$ cat config.mk
export PLATFORM = sky130hd
export DESIGN_NAME = mem_arbiter_flat
export DESIGN_NICKNAME = d
export VERILOG_FILES = /design/src/rtl/mem_arbiter_if.sv /design/src/rtl/mem_arbiter.sv /design/src/flat_wrapper.sv
export SDC_FILE = /design/constraint.sdc
export NUM_CORES = 1
export LEC_CHECK = 0
export CAP_MARGIN = 5
export CELL_PAD_IN_SITES_DETAIL_PLACEMENT = 1
export CELL_PAD_IN_SITES_GLOBAL_PLACEMENT = 2
export CORE_ASPECT_RATIO = 1.2
export CORE_MARGIN = 4
export CORE_UTILIZATION = 14
export CTS_BUF_LIST = sky130_fd_sc_hd__clkbuf_8
export CTS_CLUSTER_DIAMETER = 30
export DETAILED_ROUTE_END_ITERATION = 10
export GPL_ROUTABILITY_DRIVEN = 0
export GPL_TIMING_DRIVEN = 0
export HOLD_SLACK_MARGIN = 0.1
export PLACE_DENSITY = 0.9
export SKIP_CTS_REPAIR_TIMING = 1
export SLEW_MARGIN = 10
export SYNTH_ARGS = -nofsm -noshare
export SYNTH_HDL_FRONTEND = slang
export SYNTH_SLANG_ARGS = --single-unit
export TNS_END_PERCENT = 30
$ cat constraint.sdc
create_clock -name ph1 -period 2.95 [get_ports ph1]
set_clock_uncertainty 0.2 [all_clocks]
set_input_delay 0.885 -clock ph1 [delete_from_list [all_inputs] [get_ports ph1]]
set_output_delay 0.885 -clock ph1 [all_outputs]
set_load 0.02 [all_outputs]
$ cat src/rtl/mem_arbiter_if.sv
// Bus bundle between the 6502 core, the DMA/loader master and the unified memory.
// The arbiter takes the slave view; the surrounding environment takes the master view.
interface mem_arbiter_if #(
  parameter int AW = 16,
  parameter int DW = 8
);
  // CPU port
  logic          cpu_req;
  logic          cpu_we;
  logic [AW-1:0] cpu_addr;
  logic [DW-1:0] cpu_wdata;
  logic          cpu_rdy;
  logic          cpu_rvalid;
  logic [DW-1:0] cpu_rdata;
  // DMA / loader port
  logic          dma_req;
  logic          dma_we;
  logic [AW-1:0] dma_addr;
  logic [DW-1:0] dma_wdata;
  logic          dma_gnt;
  logic          dma_rvalid;
  logic [DW-1:0] dma_rdata;
  // Memory port
  logic          mem_en;
  logic          mem_we;
  logic [AW-1:0] mem_addr;
  logic [DW-1:0] mem_wdata;
  logic [DW-1:0] mem_rdata;

  modport slave (
    input  cpu_req, cpu_we, cpu_addr, cpu_wdata,
    output cpu_rdy, cpu_rvalid, cpu_rdata,
    input  dma_req, dma_we, dma_addr, dma_wdata,
    output dma_gnt, dma_rvalid, dma_rdata,
    output mem_en, mem_we, mem_addr, mem_wdata,
    input  mem_rdata
  );

  modport master (
    output cpu_req, cpu_we, cpu_addr, cpu_wdata,
    input  cpu_rdy, cpu_rvalid, cpu_rdata,
    output dma_req, dma_we, dma_addr, dma_wdata,
    input  dma_gnt, dma_rvalid, dma_rdata,
    input  mem_en, mem_we, mem_addr, mem_wdata,
    output mem_rdata
  );
endinterface

$ cat src/rtl/mem_arbiter.sv
// Single-port memory arbiter: CPU has default priority, DMA gets bounded bursts
// and is forced in after a run of denied cycles.
module mem_arbiter #(
  parameter int AW            = 16,
  parameter int DW            = 8,
  parameter int MAX_DMA_BURST = 4,
  parameter int STARVE_LIMIT  = 8
) (
  input  logic         ph1,
  input  logic         reset_b,
  mem_arbiter_if.slave bus
);

  localparam int SW = (STARVE_LIMIT > 0) ? $clog2(STARVE_LIMIT + 1) : 1;
  localparam int BW = (MAX_DMA_BURST > 1) ? $clog2(MAX_DMA_BURST) : 1;
  localparam logic [SW-1:0] STARVE_MAX = SW'(STARVE_LIMIT);
  localparam logic [BW-1:0] BURST_LAST = BW'(MAX_DMA_BURST - 1);

  typedef enum logic {OWN_CPU = 1'b0, OWN_DMA = 1'b1} owner_t;

  owner_t        owner;
  logic [SW-1:0] starve_cnt;
  logic [BW-1:0] burst_cnt;
  logic          cpu_rvalid_p1;
  logic          dma_rvalid_p1;

  logic          owner_cpu;
  logic          sel_req;
  logic          sel_we;
  logic [AW-1:0] sel_addr;
  logic [DW-1:0] sel_wdata;
  logic          issue;
  logic          issue_rd;

  always_comb begin
    owner_cpu = (owner == OWN_CPU);
    sel_req   = owner_cpu ? bus.cpu_req   : bus.dma_req;
    sel_we    = owner_cpu ? bus.cpu_we    : bus.dma_we;
    sel_addr  = owner_cpu ? bus.cpu_addr  : bus.dma_addr;
    sel_wdata = owner_cpu ? bus.cpu_wdata : bus.dma_wdata;
    // Handshakes are gated by reset_b so they drop the instant reset asserts.
    issue     = reset_b & sel_req;
    issue_rd  = issue & ~sel_we;
  end

  assign bus.cpu_rdy    = reset_b &  owner_cpu;
  assign bus.dma_gnt    = reset_b & ~owner_cpu;
  assign bus.mem_en     = issue;
  assign bus.mem_we     = issue & sel_we;
  assign bus.mem_addr   = sel_addr;
  assign bus.mem_wdata  = sel_wdata;
  assign bus.cpu_rdata  = bus.mem_rdata;
  assign bus.dma_rdata  = bus.mem_rdata;
  assign bus.cpu_rvalid = cpu_rvalid_p1;
  assign bus.dma_rvalid = dma_rvalid_p1;

  // ---- stage p0 -> p1: ownership, counters, read-return valids ----
  always_ff @(posedge ph1 or negedge reset_b) begin
    if (!reset_b) begin
      owner         <= OWN_CPU;
      starve_cnt    <= '0;
      burst_cnt     <= '0;
      cpu_rvalid_p1 <= 1'b0;
      dma_rvalid_p1 <= 1'b0;
    end else begin
      cpu_rvalid_p1 <= issue_rd &  owner_cpu;
      dma_rvalid_p1 <= issue_rd & ~owner_cpu;
      unique case (owner)
        OWN_CPU: begin
          // Limit check uses the pre-increment count; a falling dma_req wins.
          if (bus.dma_req && (!bus.cpu_req || starve_cnt == STARVE_MAX)) begin
            owner      <= OWN_DMA;
            starve_cnt <= '0;
            burst_cnt  <= '0;
          end else if (bus.dma_req) begin
            if (starve_cnt != STARVE_MAX) starve_cnt <= starve_cnt + 1'b1;
          end else begin
            starve_cnt <= '0;
          end
        end
        OWN_DMA: begin
          // Always hand back to the CPU for at least one cycle after a burst.
          if (!bus.dma_req || burst_cnt == BURST_LAST) begin
            owner     <= OWN_CPU;
            burst_cnt <= '0;
          end else begin
            burst_cnt <= burst_cnt + 1'b1;
          end
        end
        default: owner <= OWN_CPU;
      endcase
    end
  end

endmodule

$ cat src/flat_wrapper.sv
// flat-port wrapper written by rule: the top's interface ports become plain ports
module mem_arbiter_flat 
#(
  parameter int AW            = 16,
  parameter int DW            = 8,
  parameter int MAX_DMA_BURST = 4,
  parameter int STARVE_LIMIT  = 8
)
  (ph1, reset_b, bus_cpu_req, bus_cpu_we, bus_cpu_addr, bus_cpu_wdata, bus_cpu_rdy, bus_cpu_rvalid, bus_cpu_rdata, bus_dma_req, bus_dma_we, bus_dma_addr, bus_dma_wdata, bus_dma_gnt, bus_dma_rvalid, bus_dma_rdata, bus_mem_en, bus_mem_we, bus_mem_addr, bus_mem_wdata, bus_mem_rdata);
  mem_arbiter_if #(.AW(AW), .DW(DW)) bus_i ();
  input  logic ph1;
  input  logic reset_b;
  input wire logic [$bits(bus_i.cpu_req)-1:0] bus_cpu_req;
  input wire logic [$bits(bus_i.cpu_we)-1:0] bus_cpu_we;
  input wire logic [$bits(bus_i.cpu_addr)-1:0] bus_cpu_addr;
  input wire logic [$bits(bus_i.cpu_wdata)-1:0] bus_cpu_wdata;
  output wire logic [$bits(bus_i.cpu_rdy)-1:0] bus_cpu_rdy;
  output wire logic [$bits(bus_i.cpu_rvalid)-1:0] bus_cpu_rvalid;
  output wire logic [$bits(bus_i.cpu_rdata)-1:0] bus_cpu_rdata;
  input wire logic [$bits(bus_i.dma_req)-1:0] bus_dma_req;
  input wire logic [$bits(bus_i.dma_we)-1:0] bus_dma_we;
  input wire logic [$bits(bus_i.dma_addr)-1:0] bus_dma_addr;
  input wire logic [$bits(bus_i.dma_wdata)-1:0] bus_dma_wdata;
  output wire logic [$bits(bus_i.dma_gnt)-1:0] bus_dma_gnt;
  output wire logic [$bits(bus_i.dma_rvalid)-1:0] bus_dma_rvalid;
  output wire logic [$bits(bus_i.dma_rdata)-1:0] bus_dma_rdata;
  output wire logic [$bits(bus_i.mem_en)-1:0] bus_mem_en;
  output wire logic [$bits(bus_i.mem_we)-1:0] bus_mem_we;
  output wire logic [$bits(bus_i.mem_addr)-1:0] bus_mem_addr;
  output wire logic [$bits(bus_i.mem_wdata)-1:0] bus_mem_wdata;
  input wire logic [$bits(bus_i.mem_rdata)-1:0] bus_mem_rdata;
  assign bus_i.cpu_req = bus_cpu_req;
  assign bus_i.cpu_we = bus_cpu_we;
  assign bus_i.cpu_addr = bus_cpu_addr;
  assign bus_i.cpu_wdata = bus_cpu_wdata;
  assign bus_cpu_rdy = bus_i.cpu_rdy;
  assign bus_cpu_rvalid = bus_i.cpu_rvalid;
  assign bus_cpu_rdata = bus_i.cpu_rdata;
  assign bus_i.dma_req = bus_dma_req;
  assign bus_i.dma_we = bus_dma_we;
  assign bus_i.dma_addr = bus_dma_addr;
  assign bus_i.dma_wdata = bus_dma_wdata;
  assign bus_dma_gnt = bus_i.dma_gnt;
  assign bus_dma_rvalid = bus_i.dma_rvalid;
  assign bus_dma_rdata = bus_i.dma_rdata;
  assign bus_mem_en = bus_i.mem_en;
  assign bus_mem_we = bus_i.mem_we;
  assign bus_mem_addr = bus_i.mem_addr;
  assign bus_mem_wdata = bus_i.mem_wdata;
  assign bus_i.mem_rdata = bus_mem_rdata;
  mem_arbiter #(.AW(AW), .DW(DW), .MAX_DMA_BURST(MAX_DMA_BURST), .STARVE_LIMIT(STARVE_LIMIT)) u_core (.ph1(ph1), .reset_b(reset_b), .bus(bus_i));
endmodule
=== Word-level counts from Yosys, hierarchy flattened ===
Cells that the tools add are included.
W data, S select, Z words.

* Add/subtract/negate cells: 2
* Equality and inequality tests: 5
* Mux-type cells: 13
* Bitwise operators: 9
* Reductions and logical operators: 6

{| class="wikitable"
|+ Operators by type and width
! kind !! number
|-
| $mux W16 || 1
|-
| $mux W4 || 3
|-
| $mux W8 || 1
|-
| $and A1 B1 Y1 || 7
|-
| $add A4 B1 Y4 const B || 1
|-
| $eq A4 B4 Y1 const B || 1
|-
| $mux W1 || 4
|-
| $mux W2 || 2
|-
| $ne A4 B4 Y1 const B || 1
|-
| $pmux W2 S2 || 1
|-
| $ne A3 B1 Y1 const B || 1
|-
| $add A2 B1 Y2 const B || 1
|-
| $eq A2 B2 Y1 const B || 1
|-
| $logic_not A1 Y1 || 2
|-
| $logic_or A1 B1 Y1 || 2
|-
| $ne A2 B2 Y1 const B || 1
|-
| $not A1 Y1 || 2
|-
| $pmux W1 S2 || 1
|-
| $reduce_and A2 Y1 || 1
|-
| $logic_and A1 B1 Y1 || 1
|}

* Flip-flop bits (word level): 9
* Input bits: 62
* Output and inout bits: 46
* Word-level logic and storage cells: 40

=== Logic depth before layout (Yosys ltp) ===
Gate-level depths: netlist of the first run.

* Depth in word-level cells: 5
* Depth in mapped cells: 5
* Mapped depth without buffers: 5

=== Worst setup path before layout of the first run ===
No wires, ideal clock.

* Path type: input to output
* From: in bus_cpu_req
* To: out bus_mem_we
* Data arrival time: 1.484 ns
* Data required time: 1.865 ns
* Slack: 0.381 ns
* Stages: 3
* Path buffers: 0
* Cells stage by stage: and2b_1 -> o21ai_1 -> nor2_1

* Word-level cells in the longest chain between the ends: 3

{| class="wikitable"
|+ Ends and longest elaborated chain
! element !! RTL line !! text
|-
| start, declared || flat_wrapper.sv:13 || <nowiki>input wire logic [$bits(bus_i.cpu_req)-1:0] bus_cpu_req;</nowiki>
|-
| $mux W1 || mem_arbiter.sv:37 || <nowiki>sel_req = owner_cpu ? bus.cpu_req : bus.dma_req;</nowiki>
|-
| $and A1 B1 Y1 || mem_arbiter.sv:42 || <nowiki>issue = reset_b & sel_req;</nowiki>
|-
| $and A1 B1 Y1 || mem_arbiter.sv:49 || <nowiki>assign bus.mem_we = issue & sel_we;</nowiki>
|-
| end, declared || flat_wrapper.sv:28 || <nowiki>output wire logic [$bits(bus_i.mem_we)-1:0] bus_mem_we;</nowiki>
|}

No other way between the ends.

=== Worst setup path in the final report of the first run ===
* From: in bus_cpu_addr[10]
* To: out bus_mem_addr[10]

* Word-level cells in the longest chain between the ends: 1

{| class="wikitable"
|+ Ends and longest elaborated chain
! element !! RTL line !! text
|-
| start, declared || flat_wrapper.sv:15 || <nowiki>input wire logic [$bits(bus_i.cpu_addr)-1:0] bus_cpu_addr;</nowiki>
|-
| $mux W16 || mem_arbiter.sv:39 || <nowiki>sel_addr = owner_cpu ? bus.cpu_addr : bus.dma_addr;</nowiki>
|-
| end, declared || flat_wrapper.sv:29 || <nowiki>output wire logic [$bits(bus_i.mem_addr)-1:0] bus_mem_addr;</nowiki>
|}

No other way between the ends.

==> results of run 1 <==
worst min path at each step:
stage | from | to | slack (ps) | cells past startpoint
2_1_floorplan | u_core.burst_cnt[0] | u_core.burst_cnt[0] | 260 | 1
3_3_place_gp | u_core.burst_cnt[0] | u_core.burst_cnt[0] | 280 | 1
3_5_place_dp | u_core.burst_cnt[0] | u_core.burst_cnt[0] | 290 | 1
4_1_cts | u_core.burst_cnt[0] | u_core.burst_cnt[0] | 300 | 1
5_1_grt | reset_b | u_core.starve_cnt[2] | 320 | 1
6_report | u_core.burst_cnt[0] | u_core.burst_cnt[0] | 290 | 1
metal layers:
| metal | vias to the layer above | track usage (%) |
|---|---|---|
| li1 | 510 | - |
| met3 | 2 | 4.36 |
| met4 | 0 | 1.25 |
| met5 | - | 0 |
| met2 | 83 | 15.2 |
| met1 | 493 | 8.87 |
through the flow:
| stage | setup WS, ps | hold WS [ps] | setup TNS [ps] |
|---|---|---|---|
| after floorplan | 381 | 256 | 0 |
| after global placement | -832 | 282 | -8270 |
| after detailed placement | -821 | 295 | -8470 |
| after CTS | -820 | 298 | -8550 |
| after global routing | 29.2 | 316 | 0 |
| final | 62.1 | 294 | 0 |
cell usage in the layout, fill, tap and decap left out, drive strengths merged:
| master | netlist | final |
|---|---|---|
| clkdlybuf4s50 | 0 | 68 |
| dlymetal6s2s | 0 | 29 |
| mux2 | 24 | 24 |
| buf | 20 | 23 |
| dfrtp | 9 | 9 |
| inv | 4 | 5 |
| clkbuf | 0 | 4 |
| nor2 | 3 | 3 |
| ha | 3 | 3 |
| and2 | 2 | 2 |
| and3b | 2 | 2 |
| a32o | 2 | 2 |
| nand2 | 2 | 2 |
| o31ai | 2 | 2 |
| o21ai | 2 | 2 |
| nand2b | 2 | 2 |
| and2b | 1 | 1 |
| mux2i | 1 | 1 |
| nor3 | 1 | 1 |
| nor3b | 1 | 1 |
| nor2b | 1 | 1 |
| a211oi | 1 | 1 |
| nand3 | 1 | 1 |
| xnor2 | 1 | 1 |
| or2 | 1 | 1 |
| a31oi | 1 | 1 |
| and4b | 1 | 1 |
| a21oi | 1 | 1 |
| a22o | 1 | 1 |
final cells by class:
cell class              instances  area, um^2
fillers                       722        4220
repair buffers                101        1070
multi-input cells              57         528
flip-flops and latches          9         225
plain buffers                  20         158
well taps                      85         106
clock buffers                   3        41.3
inverters                       4        15.0
clock inverters                 1        3.75
logic make-up (layout without fill, tap and decap cells):
family | Yosys count | count (layout)
AOI/OAI and AO/OA | 10 | 10
xor gates and xnor gates | 1 | 1
adders and majority gates | 3 | 3
buffers and inverters | 24 | 129
DFF | 9 | 9
muxes | 25 | 25
and+or+nand+nor | 18 | 18
synth_stat cells:
master | instances | area (um^2)
sky130_fd_sc_hd__mux2_2 | 24 | 270
sky130_fd_sc_hd__buf_4 | 18 | 135
sky130_fd_sc_hd__dfrtp_1 | 9 | 225
sky130_fd_sc_hd__inv_1 | 4 | 15.0
sky130_fd_sc_hd__ha_1 | 3 | 37.5
sky130_fd_sc_hd__nor2_1 | 3 | 11.3
sky130_fd_sc_hd__a32o_1 | 2 | 20.0
sky130_fd_sc_hd__and2_1 | 2 | 12.5
sky130_fd_sc_hd__and3b_1 | 2 | 17.5
sky130_fd_sc_hd__buf_6 | 2 | 22.5
sky130_fd_sc_hd__nand2_1 | 2 | 7.51
sky130_fd_sc_hd__o31ai_1 | 2 | 15.0
sky130_fd_sc_hd__a211oi_1 | 1 | 7.51
sky130_fd_sc_hd__a21oi_1 | 1 | 5.00
sky130_fd_sc_hd__a22o_1 | 1 | 8.76
sky130_fd_sc_hd__a31oi_1 | 1 | 6.26
sky130_fd_sc_hd__and2b_1 | 1 | 7.51
sky130_fd_sc_hd__and4b_1 | 1 | 10.0
sky130_fd_sc_hd__mux2i_1 | 1 | 10.0
sky130_fd_sc_hd__nand2b_1 | 1 | 6.26
sky130_fd_sc_hd__nand2b_4 | 1 | 13.8
sky130_fd_sc_hd__nand3_1 | 1 | 5.00
sky130_fd_sc_hd__nor2b_1 | 1 | 6.26
sky130_fd_sc_hd__nor3_1 | 1 | 5.00
sky130_fd_sc_hd__nor3b_1 | 1 | 7.51
sky130_fd_sc_hd__o21ai_0 | 1 | 5.00
sky130_fd_sc_hd__o21ai_1 | 1 | 5.00
sky130_fd_sc_hd__or2_1 | 1 | 6.26
sky130_fd_sc_hd__xnor2_1 | 1 | 8.76
worst reg2reg max path: cells and delay by family, from the launching register on:
family,cells,cell delay [ps]
flops,1,410
simple gates,2,360
compound gates,1,230
fa+ha+maj,1,190
buf+inv,1,60
state kept, by name, indices dropped and copies added, names as in the netlist:
name                   cells
u_core.burst_cnt           2
u_core.owner               1
u_core.bus.cpu_rvalid      1
u_core.bus.dma_rvalid      1
u_core.starve_cnt          4
power by group:
group | switching [mW] | internal (mW)
clock | 0.0468 | 0.0904
sequential | 0.0125 | 0.140
combinational | 0.147 | 0.212
total | 0.206 | 0.443
==> results.txt, run 1 <==
main combinational cell family by area after synthesis = multiplexers
Inserted Diodes = 0
fraction of the core area covered by cells at the end of the flow = 33.7%
min Tclk post-route = 2890 ps
total wirelength of the detailed-routed design = 3.82 mm
core area = 6370 um^2
power density over cell area = 302 nW/um^2
leakage power = 1.13 nW
number of sinks driven by the clock tree = 9
wire length of the first global-routing pass = 5.27 mm
final setup violation count = 0
final-report hold violation count = 0
DRT iter0 DRCs = 5
Final Net Count = 261
row count = 32
TritonCTS clock tree = done
share of synthesized cell area in full adder, half adder and majority cells = 4.11%
post-DR wirelength/cell = 13.6 um
Via Count = 1088
number of ports placed on the die boundary = 108
Hold Path Class = reg2reg
deepest clock path buffer count = 2
final number of max-transition violations = 0
die height = 96.5 um
clock latency reported for the late side of the worst-skew pair = 230 ps
count of warnings emitted by yosys = 0
Top Layer Used = met4
Routed met3 length = 661 um
share of final-layout standard cells stronger than drive strength 1 = 27.7%
ordered list of cells on the worst path = clkdlybuf4s50_1 > mux2_2 > dlymetal6s2s_1
endpoint arrival time on the critical path = 1800 ps
clock slew seen by the registers of the worst setup and hold paths = 40 ps
mean instance size in the synthesized netlist = 10.1 um^2
IR drop worst, VDD = 0.238 mV
placement-stage cell area = 2010 um^2
number of cells produced by synthesis = 90
H-Tree Level Count = 1
max-cap violation count = 0
TritonCTS Buffers = 3
area of the die = 7890 um^2
flop2flop setup slack = 1390 ps
Port-buffer cells = 99
startpoint of the worst setup timing path = bus_cpu_addr[10]
Max-slew headroom = 81.7%
biggest cell delay along the critical path = 440 ps
area growth from synthesis to layout = 135%
critical register-to-register path startpoint = u_core.starve_cnt[0]
detailed placer's ending HPWL = 3.25 mm
cell count after placement = 274
Worst Reg-to-Reg Cells = 5
Vias per Instance = 3.89
Final period util = 97.9%
nature of the critical path endpoint = output pin
Post-Synth Simple-Gate Area = 12.7%
endpoint of the lowest-slack register-to-register path = u_core.starve_cnt[2]
RSZ-0062 raised after global routing = no
transition time at the pin with the least slew margin = 273 ps
xor/xnor cell area share of the yosys netlist = 0.959%
aggregate global-route resource usage = 8.43%
Synth cell types = 29
required time of the worst setup path = 1870 ps
slowest CP cell = sky130_fd_sc_hd__clkdlybuf4s50_1
effective utilization at floorplan = 14.3%
first-pass detailed-route iteration total = 4
detailed-routing wirelength on met1 = 1.40 mm
global-route congestion overflow total = 0
Achievable Freq = 346 MHz
multiplexer area fraction after synthesis = 30.7%
Die X-Extent = 81.7 um
Routed met2 length = 1.75 mm
sequential fraction of the synthesis area = 24.7%
finished layout cell area = 2150 um^2
Critical path buffers and inverters = 2
ANT nets after route = 0
logic depth of the worst setup path including buffers = 3
outcome = completed
CP Class = in2out
Clock Root Buffer = sky130_fd_sc_hd__clkbuf_8
net count after synthesis = 155
Power, Total = 0.649 mW
Synth Area in Compound Gates = 7.95%
count of non-filler cells in the finished layout = 280
highest fanout seen on the critical path = 1
Yosys reg bits = 9
maximum number of pins on one net before global-route repair = 13
number of remaining DRC errors = 0
kind of launch point of the worst setup path = primary input
area of the mapped netlist = 913 um^2
via count of the first global-routing pass = 1142
number of antenna violations at the first check in global routing = 0
critical path's top delay family = buffers and inverters
last element of the critical path = bus_mem_addr[10]
Power figures use the tool's default switching activity.
==> run 2, diff against run 1 <==
CTS_CLUSTER_SIZE = 12   (was unset)
==> results of run 2 <==
Final layout, timing and power as in run 1 (identical DEF).
